[src/rtl/dmem_arbiter.sv]
`default_nettype none
// ============================================================================
// Module   : dmem_arbiter
// Brief    : Two-requester round-robin arbiter for a single-port sync-read RAM
// Revision : 1.0 - initial release
// ============================================================================
module dmem_arbiter #(
  parameter int ADDR_W   = 10,
  parameter int DATA_W   = 32,
  parameter int MAX_HOLD = 8
) (
  input  logic                  clk,
  input  logic                  rst,
  input  logic                  req_0,
  input  logic                  we_0,
  input  logic [DATA_W/8-1:0]   be_0,
  input  logic [ADDR_W-1:0]     addr_0,
  input  logic [DATA_W-1:0]     wdata_0,
  output logic                  gnt_0,
  output logic                  rvalid_0,
  input  logic                  req_1,
  input  logic                  we_1,
  input  logic [DATA_W/8-1:0]   be_1,
  input  logic [ADDR_W-1:0]     addr_1,
  input  logic [DATA_W-1:0]     wdata_1,
  output logic                  gnt_1,
  output logic                  rvalid_1,
  output logic [DATA_W-1:0]     rdata,
  output logic                  ram_en,
  output logic [DATA_W/8-1:0]   ram_we,
  output logic [ADDR_W-1:0]     ram_addr,
  output logic [DATA_W-1:0]     ram_wdata,
  input  logic [DATA_W-1:0]     ram_rdata
);

  localparam logic [7:0] c_hold_last = 8'(MAX_HOLD - 1);

  typedef enum logic [1:0] {
    IDLE = 2'd0,
    OWN0 = 2'd1,
    OWN1 = 2'd2
  } state_t;

  state_t     r_state, w_state_nxt;
  logic       r_prio, w_prio_nxt;
  logic [7:0] r_hold_cnt, w_hold_nxt;
  logic [1:0] r_rd_pend;
  logic       w_gnt0, w_gnt1;

  always_ff @(posedge clk or negedge rst) begin
    if (!rst) begin
      r_state    <= IDLE;
      r_prio     <= 1'b0;
      r_hold_cnt <= 8'd0;
      r_rd_pend  <= 2'b00;
    end else begin
      r_state    <= w_state_nxt;
      r_prio     <= w_prio_nxt;
      r_hold_cnt <= w_hold_nxt;
      r_rd_pend  <= {w_gnt1 & ~we_1, w_gnt0 & ~we_0};
    end
  end

  // Every hand-over (including entry from IDLE) restarts the tenure count and
  // gives the tie-break to the requester that lost.
  always_comb begin
    w_gnt0      = 1'b0;
    w_gnt1      = 1'b0;
    w_state_nxt = r_state;
    w_prio_nxt  = r_prio;
    w_hold_nxt  = r_hold_cnt;
    case (r_state)
      IDLE: begin
        if (req_0 && (!req_1 || !r_prio)) begin
          w_gnt0      = 1'b1;
          w_state_nxt = OWN0;
          w_hold_nxt  = 8'd0;
          w_prio_nxt  = 1'b1;
        end else if (req_1) begin
          w_gnt1      = 1'b1;
          w_state_nxt = OWN1;
          w_hold_nxt  = 8'd0;
          w_prio_nxt  = 1'b0;
        end
      end
      OWN0: begin
        if (!req_0) begin
          if (req_1) begin
            w_gnt1      = 1'b1;
            w_state_nxt = OWN1;
            w_hold_nxt  = 8'd0;
            w_prio_nxt  = 1'b0;
          end else begin
            w_state_nxt = IDLE;
          end
        end else if (!req_1 || (r_hold_cnt < c_hold_last)) begin
          w_gnt0 = 1'b1;
          if (r_hold_cnt < c_hold_last) w_hold_nxt = r_hold_cnt + 8'd1;
        end else begin
          w_gnt1      = 1'b1;
          w_state_nxt = OWN1;
          w_hold_nxt  = 8'd0;
          w_prio_nxt  = 1'b0;
        end
      end
      OWN1: begin
        if (!req_1) begin
          if (req_0) begin
            w_gnt0      = 1'b1;
            w_state_nxt = OWN0;
            w_hold_nxt  = 8'd0;
            w_prio_nxt  = 1'b1;
          end else begin
            w_state_nxt = IDLE;
          end
        end else if (!req_0 || (r_hold_cnt < c_hold_last)) begin
          w_gnt1 = 1'b1;
          if (r_hold_cnt < c_hold_last) w_hold_nxt = r_hold_cnt + 8'd1;
        end else begin
          w_gnt0      = 1'b1;
          w_state_nxt = OWN0;
          w_hold_nxt  = 8'd0;
          w_prio_nxt  = 1'b1;
        end
      end
      default: w_state_nxt = IDLE;
    endcase
  end

  assign gnt_0     = w_gnt0;
  assign gnt_1     = w_gnt1;
  assign ram_en    = w_gnt0 | w_gnt1;
  assign ram_we    = (w_gnt1 && we_1) ? be_1 :
                     (w_gnt0 && we_0) ? be_0 : '0;
  assign ram_addr  = w_gnt1 ? addr_1  : addr_0;
  assign ram_wdata = w_gnt1 ? wdata_1 : wdata_0;
  assign rvalid_0  = r_rd_pend[0];
  assign rvalid_1  = r_rd_pend[1];
  assign rdata     = ram_rdata;

endmodule
`default_nettype wire

[config.mk]
export PLATFORM = sky130hd
export DESIGN_NAME = dmem_arbiter
export DESIGN_NICKNAME = d
export VERILOG_FILES = /design/src/rtl/dmem_arbiter.sv
export SDC_FILE = /design/constraint.sdc
export NUM_CORES = 1
export LEC_CHECK = 0
export BUFFER_PORTS_ARGS = -buffer_cell sky130_fd_sc_hd__buf_2
export CELL_PAD_IN_SITES_DETAIL_PLACEMENT = 2
export CELL_PAD_IN_SITES_GLOBAL_PLACEMENT = 2
export CORE_AREA = 2 2 117 108
export DETAILED_ROUTE_END_ITERATION = 10
export DIE_AREA = 0 0 119 110
export GPL_TIMING_DRIVEN = 0
export PLACE_DENSITY = 0.9
export SLEW_MARGIN = 20
export SYNTH_ARGS = -nofsm -noshare
export SYNTH_HDL_FRONTEND = slang
export SYNTH_SLANG_ARGS = --single-unit
[constraint.sdc]
create_clock -name clk -period 3.2 [get_ports clk]
set_input_delay 0.64 -clock clk [delete_from_list [all_inputs] [get_ports clk]]
set_output_delay 0.64 -clock clk [all_outputs]
set_load 0.005 [all_outputs]
[Word-level counts from Yosys, hierarchy flattened]
Cells that the tools add are included.
Word-level totals
  latch bits: 0
  bits of input ports: 130
  word-level logic and storage cells: 75
  memory bits (read-only): 0
  output and inout bits: 83
  register bits: 13
  memories: 0
  bits in writable memories: 0
Operators by class
  multipliers: 0
  div/mod/pow operators: 0
  $add $sub $neg: 1
  shift-type cells: 0
  muxes and demuxes: 44
  equality and inequality tests: 6
  bitwise logic cells: 5
  magnitude comparators: 1
  reduce and logical (&&, ||, !) cells: 14
Operators with widths (count)
  $mux W8: 8
  $mux W32: 1
  $pmux W8 S3: 1
  $mux W1: 20
  $mux W2: 7
  $ne A3 B3 Y1 const B: 4
  $mux W10: 1
  $pmux W1 S3: 3
  $add A8 B1 Y8 const B: 1
  $lt A8 B3 Y1 const B: 1
  $mux W4: 2
  $pmux W2 S3: 1
  $reduce_and A4 Y1: 1
  $logic_and A1 B1 Y1: 3
  $logic_not A1 Y1: 3
  $logic_or A1 B1 Y1: 3
  $reduce_and A3 Y1: 1
  $reduce_bool A3 Y1: 1
  $and A1 B1 Y1: 2
  $eq A2 B1 Y1 const B: 1
  $eq A2 B2 Y1 const B: 1
  $logic_not A2 Y1: 1
  $not A1 Y1: 2
  $reduce_and A2 Y1: 1
  $or A1 B1 Y1: 1

[Longest topological paths before layout]
  depth after elaboration: 8
  mapped depth: 9
  gate-level depth less buffers: 8

[Worst setup path before layout]
OpenSTA, ideal clock, no wires.
  path type: register to output
  start: reg r_hold_cnt[0]
  end: out ram_addr[2]
  data required time: 2.560 ns
  data arrival time: 1.912 ns
  slack: 0.648 ns
  path buffers: 2
  cell stages (with the launch flop): 8
  cell sequence: dfrtp_1 > ha_1 > a211oi_1 > a21boi_1 > o211a_1 > buf_4 > buf_2 > mux2_1
Between the ends
  cells in the longest elaborated chain, start to end: 6
  elaborated cells on any way between the ends: 9
Ends and longest elaborated chain
  start, declared: RTL line 46  | logic [7:0] r_hold_cnt, w_hold_nxt;
  start signal, assigned: RTL line 59  | r_hold_cnt <= w_hold_nxt;
  $lt A8 B3 Y1 *: RTL line 96, 116
  $logic_or A1 B1 Y1, on equally long branches: RTL line 116, 96
  $mux W1, on equally long branches: RTL line 116, 96
  $mux W1, on equally long branches: RTL line 107, 87
  $pmux W1 S3 *: RTL line 72  | case (r_state)
  $mux W10 *: RTL line 135  | assign ram_addr = w_gnt1 ? addr_1 : addr_0;
  end, declared: RTL line 31  | output logic [ADDR_W-1:0] ram_addr,
Every way passes the cells marked *; elsewhere a longest branch is shown, timed or not.

[Worst setup path after layout]
  start: reg r_hold_cnt[0]
  end: out ram_we[0]
Between the ends
  cells in the longest elaborated chain, start to end: 8
  elaborated cells on any way between the ends: 17
Ends and longest elaborated chain
  $lt A8 B3 Y1 *: RTL line 96, 116
  $logic_or A1 B1 Y1, on equally long branches: RTL line 116, 96
  $mux W1, on equally long branches: RTL line 116, 96
  $mux W1, on equally long branches: RTL line 107, 87
  $pmux W1 S3: RTL line 72
  $logic_and A1 B1 Y1: RTL line 134  | (w_gnt0 && we_0) ? be_0 : '0;
  $mux W4: RTL line 134
  $mux W4 *: RTL line 133  | assign ram_we = (w_gnt1 && we_1) ? be_1 :
  end, declared: RTL line 30  | output logic [DATA_W/8-1:0] ram_we,
Marks and branches as above.

==> impl_metrics.csv <==
group,metric,value,unit
power_and_ir_drop,netSwitchingFraction,43.1,%
timing,hold_viol_final,0,
placed_design,hpwlAfterDp,7150,µm
final_layout,nets,508,
global_routing,grt_max_degree,14,
die,ioPinCount,213,
die,num_rows,38,
final_layout,final_cell_area,0.00295,mm²
global_routing,antenna_found_initial,0,
timing,slew_headroom,69.0,%
timing,fin_setup_tns,0,ps
final_layout,drive_above_1_share,63.6,%
setup_path,crit_arrival,2450,ps
job,maxCapViolations,0,
setup_path,crit_path_start_kind,"flop",
detailed_routing,drt_wl_total,8330,µm
final_layout,nFillCells,1396,
final_layout,regArea,325,µm²
yosys,ys_seq_area_share,18.6,%
power_and_ir_drop,internal-power,0.943,mW
yosys,yosysTopAreaCell,"mux2_1",
timing,setup_viol,0,
setup_path,cp_max_fo,9,
timing,tightest_slew,465,ps
setup_path,slowest_stage,"dfrtp_1",
final_layout,multi_input_area,0.00114,mm²
yosys,async_flop_share,100,%
power_and_ir_drop,combPwrFrac,71.2,%
yosys,syn_area_per_cell,9.24,µm²
clock_tree,cts_buffer_depth,2,
global_routing,grt_pass1_vias,2393,
timing,finalMaxSlewViolations,0,
yosys,postSynthCellCount,189,
yosys,ys_dominant_reg_cell,"dfrtp_1",
power_and_ir_drop,power_frac_clock,14.7,%
die,core_area,0.0118,mm²
placed_design,gp_congestion,0.753,
clock_tree,h-tree-depth,1,
yosys,syn_area,0.00175,mm²
setup_path,cp-end-kind,"primary output",
yosys,ys_ff_latch,13,
detailed_routing,drtIter0Drc,39,
power_and_ir_drop,power_frac_seq,14.1,%
detailed_routing,ant_nets,0,
final_layout,layout_commonest_cell,"buf_2",
global_routing,grt_pass1_wl,12400,µm
final_layout,area_growth_syn_to_layout,69.2,%
final_layout,final_core_util,25.0,%
timing,hold_ws,298,ps
setup_path,max_stage_delay,400,ps
setup_path,ff2ff_path_depth,7,
global_routing,track_usage,11.8,%
status,status,"completed",
clock_tree,cts.clk_slew.worst_paths,50,ps
clock_tree,hold_buffers,0,
yosys,netlist_top_cells_area,"mux2_1 28%, dfrtp_1 19%, buf_4 14%",
die,start_util,14.7,%
power_and_ir_drop,finalPower,1.66,mW
min_path,hold_class,"input port to asynchronous set/reset pin",
clock_tree,clock-root-buffer,"clkbuf_16",
detailed_routing,vias,2170,
clock_tree,clock-sinks,13,
die,die_w,119,µm
placed_design,dpl_cell_area,0.00285,mm²
setup_path,crit_chain,"ha_2, a211o_1, o211ai_2, o211a_1, buf_6, inv_2, and2_4, o41ai_2, buf_2",
setup_path,critPathRequiredTime,2560,ps
clock_tree,post_cts_buffers,0,
yosys,synth_nets,325,
die,die_h,110,µm
clock_tree,cts_tree,"done",
power_and_ir_drop,powerDensity,561,mW/mm²
power_and_ir_drop,ir_drop,194,µV
clock_tree,cts_buffers,3,
final_layout,final_cell_mix,"180 x buf_2, 44 x mux2_1, 35 x buf_4, 13 x dfrtp_1, 9 x a21oi_1",
yosys,netlist.area_leader.share,28.4,%
detailed_routing,drc,0,
global_routing,gr-total-overflow,0,
yosys,synth_edf_count,0,
final_layout,diodes,0,
power_and_ir_drop,power_switching,0.713,mW
detailed_routing,dr.pass1.iters,6,
detailed_routing,vias_per_cell,4.09,
yosys,synth_cell_type_count,42,
timing,fmax,324,MHz
power_and_ir_drop,p_leak,1.59,nW
timing,period_minus_slack,3090,ps
timing,period_share,96.6,%
detailed_routing,wire_per_inst,15.7,µm
placed_design,io_buffers,180,
die,die_area,0.0131,mm²
clock_tree,clk_latency,240,ps
setup_path,crit_type,"flop to primary output",
timing,rsz0062_at_grt,"no",
timing,finClkSkew,1.80,ps
yosys,yosysWarnings,0,
-- timing repair --
| item | in CTS | in global routing |
|---|---|---|
| endpoints found under the setup margin | 38 | 42 |
| hold endpoints to repair | 0 | 0 |
| gates resized for setup | 4 | 7 |
| cloned | 0 | 0 |
-- cells in the mapped netlist, types with 2 or more instances --
cell      instances
a211o_1           3
a21oi_1           9
a31oi_1           2
and2_1            5
buf_2             4
buf_4            33
clkbuf_1          4
dfrtp_1          13
ha_1              6
inv_1             3
mux2_1           44
nand2_1           7
nand2b_1          5
nand3_1           8
nor2_1            3
nor2b_1           5
nor3_1            4
o211ai_1          2
o31ai_1           3
o41ai_2           4
-- state kept, by name (all words and copies together), names as in the netlist --
name / count
r_rd_pend: 2
r_hold_cnt: 8
r_prio: 1
r_state: 2
-- cells by family after synthesis --
family                     count (synthesis)  share of synthesized area, %
AOI/OAI and AO/OA                         36                          17.1
and+or+nand+nor                           43                          13.7
adders and majority gates                  6                          4.30
DFF                                       13                          18.6
muxes                                     45                          29.0
buffers and inverters                     46                          17.3
-- metrics by stage --
| stage | setup slack, ps | instances |
|---|---|---|
| floorplan | 648 | 189 |
| global placement | 234 | 529 |
| detailed placement | 149 | 529 |
| CTS | 13.0 | 532 |
| finish | 110 | 531 |
| global route | 7.46 | 531 |
-- metal layers --
metal | up-vias | wire (µm) | part of all wire, % | GRT usage, %
met1 | 1024 | 3040 | 37 | 12.0
met5 | - | 0 | 0 | 0
li1 | 1016 | - | - | -
met4 | 0 | 121 | 1.5 | 2.55
met2 | 118 | 4500 | 54 | 24.2
met3 | 12 | 669 | 8.0 | 3.19
-- path summary, 6_finish.rpt --
kind                                 end     startpoint  slack, ps
max in group asynchronous  r_hold_cnt[1]            rst       2650
min in group clk           r_hold_cnt[6]  r_hold_cnt[6]        540
hold reg to reg            r_hold_cnt[6]  r_hold_cnt[6]        540
hold / removal             r_hold_cnt[2]            rst        300
setup / recovery               ram_we[0]  r_hold_cnt[0]        110
setup reg to reg           r_hold_cnt[4]     r_state[0]        990
-- critical path: cells and delay by family, from the launching register on --
kind            cells  cell delay [ps]
fa+ha+maj           1              230
compound gates      4             1000
simple gates        1              180
flops               1              400
buf+inv             3              400
-- power by group through the flow --
stage | Clock [mW] | Combinational, mW | Sequential [mW]
after floorplan | 0 | 0.709 | 0.226
after global placement | 0 | 1.11 | 0.231
after detailed placement | 0 | 1.16 | 0.234
after CTS | 0.247 | 1.18 | 0.232
after global routing | 0.257 | 1.29 | 0.239
final | 0.243 | 1.18 | 0.234
-- final cells by class --
cell class                      instances  area share (%)
Tap cell                              160            6.78
Sequential cell                        13            11.0
Inverter                                4           0.508
Timing Repair Buffer                  180            30.5
Buffer                                 40            9.91
Multi-Input combinational cell        130            38.6
Clock buffer                            4            2.67
(Power assumes the default switching activity.)
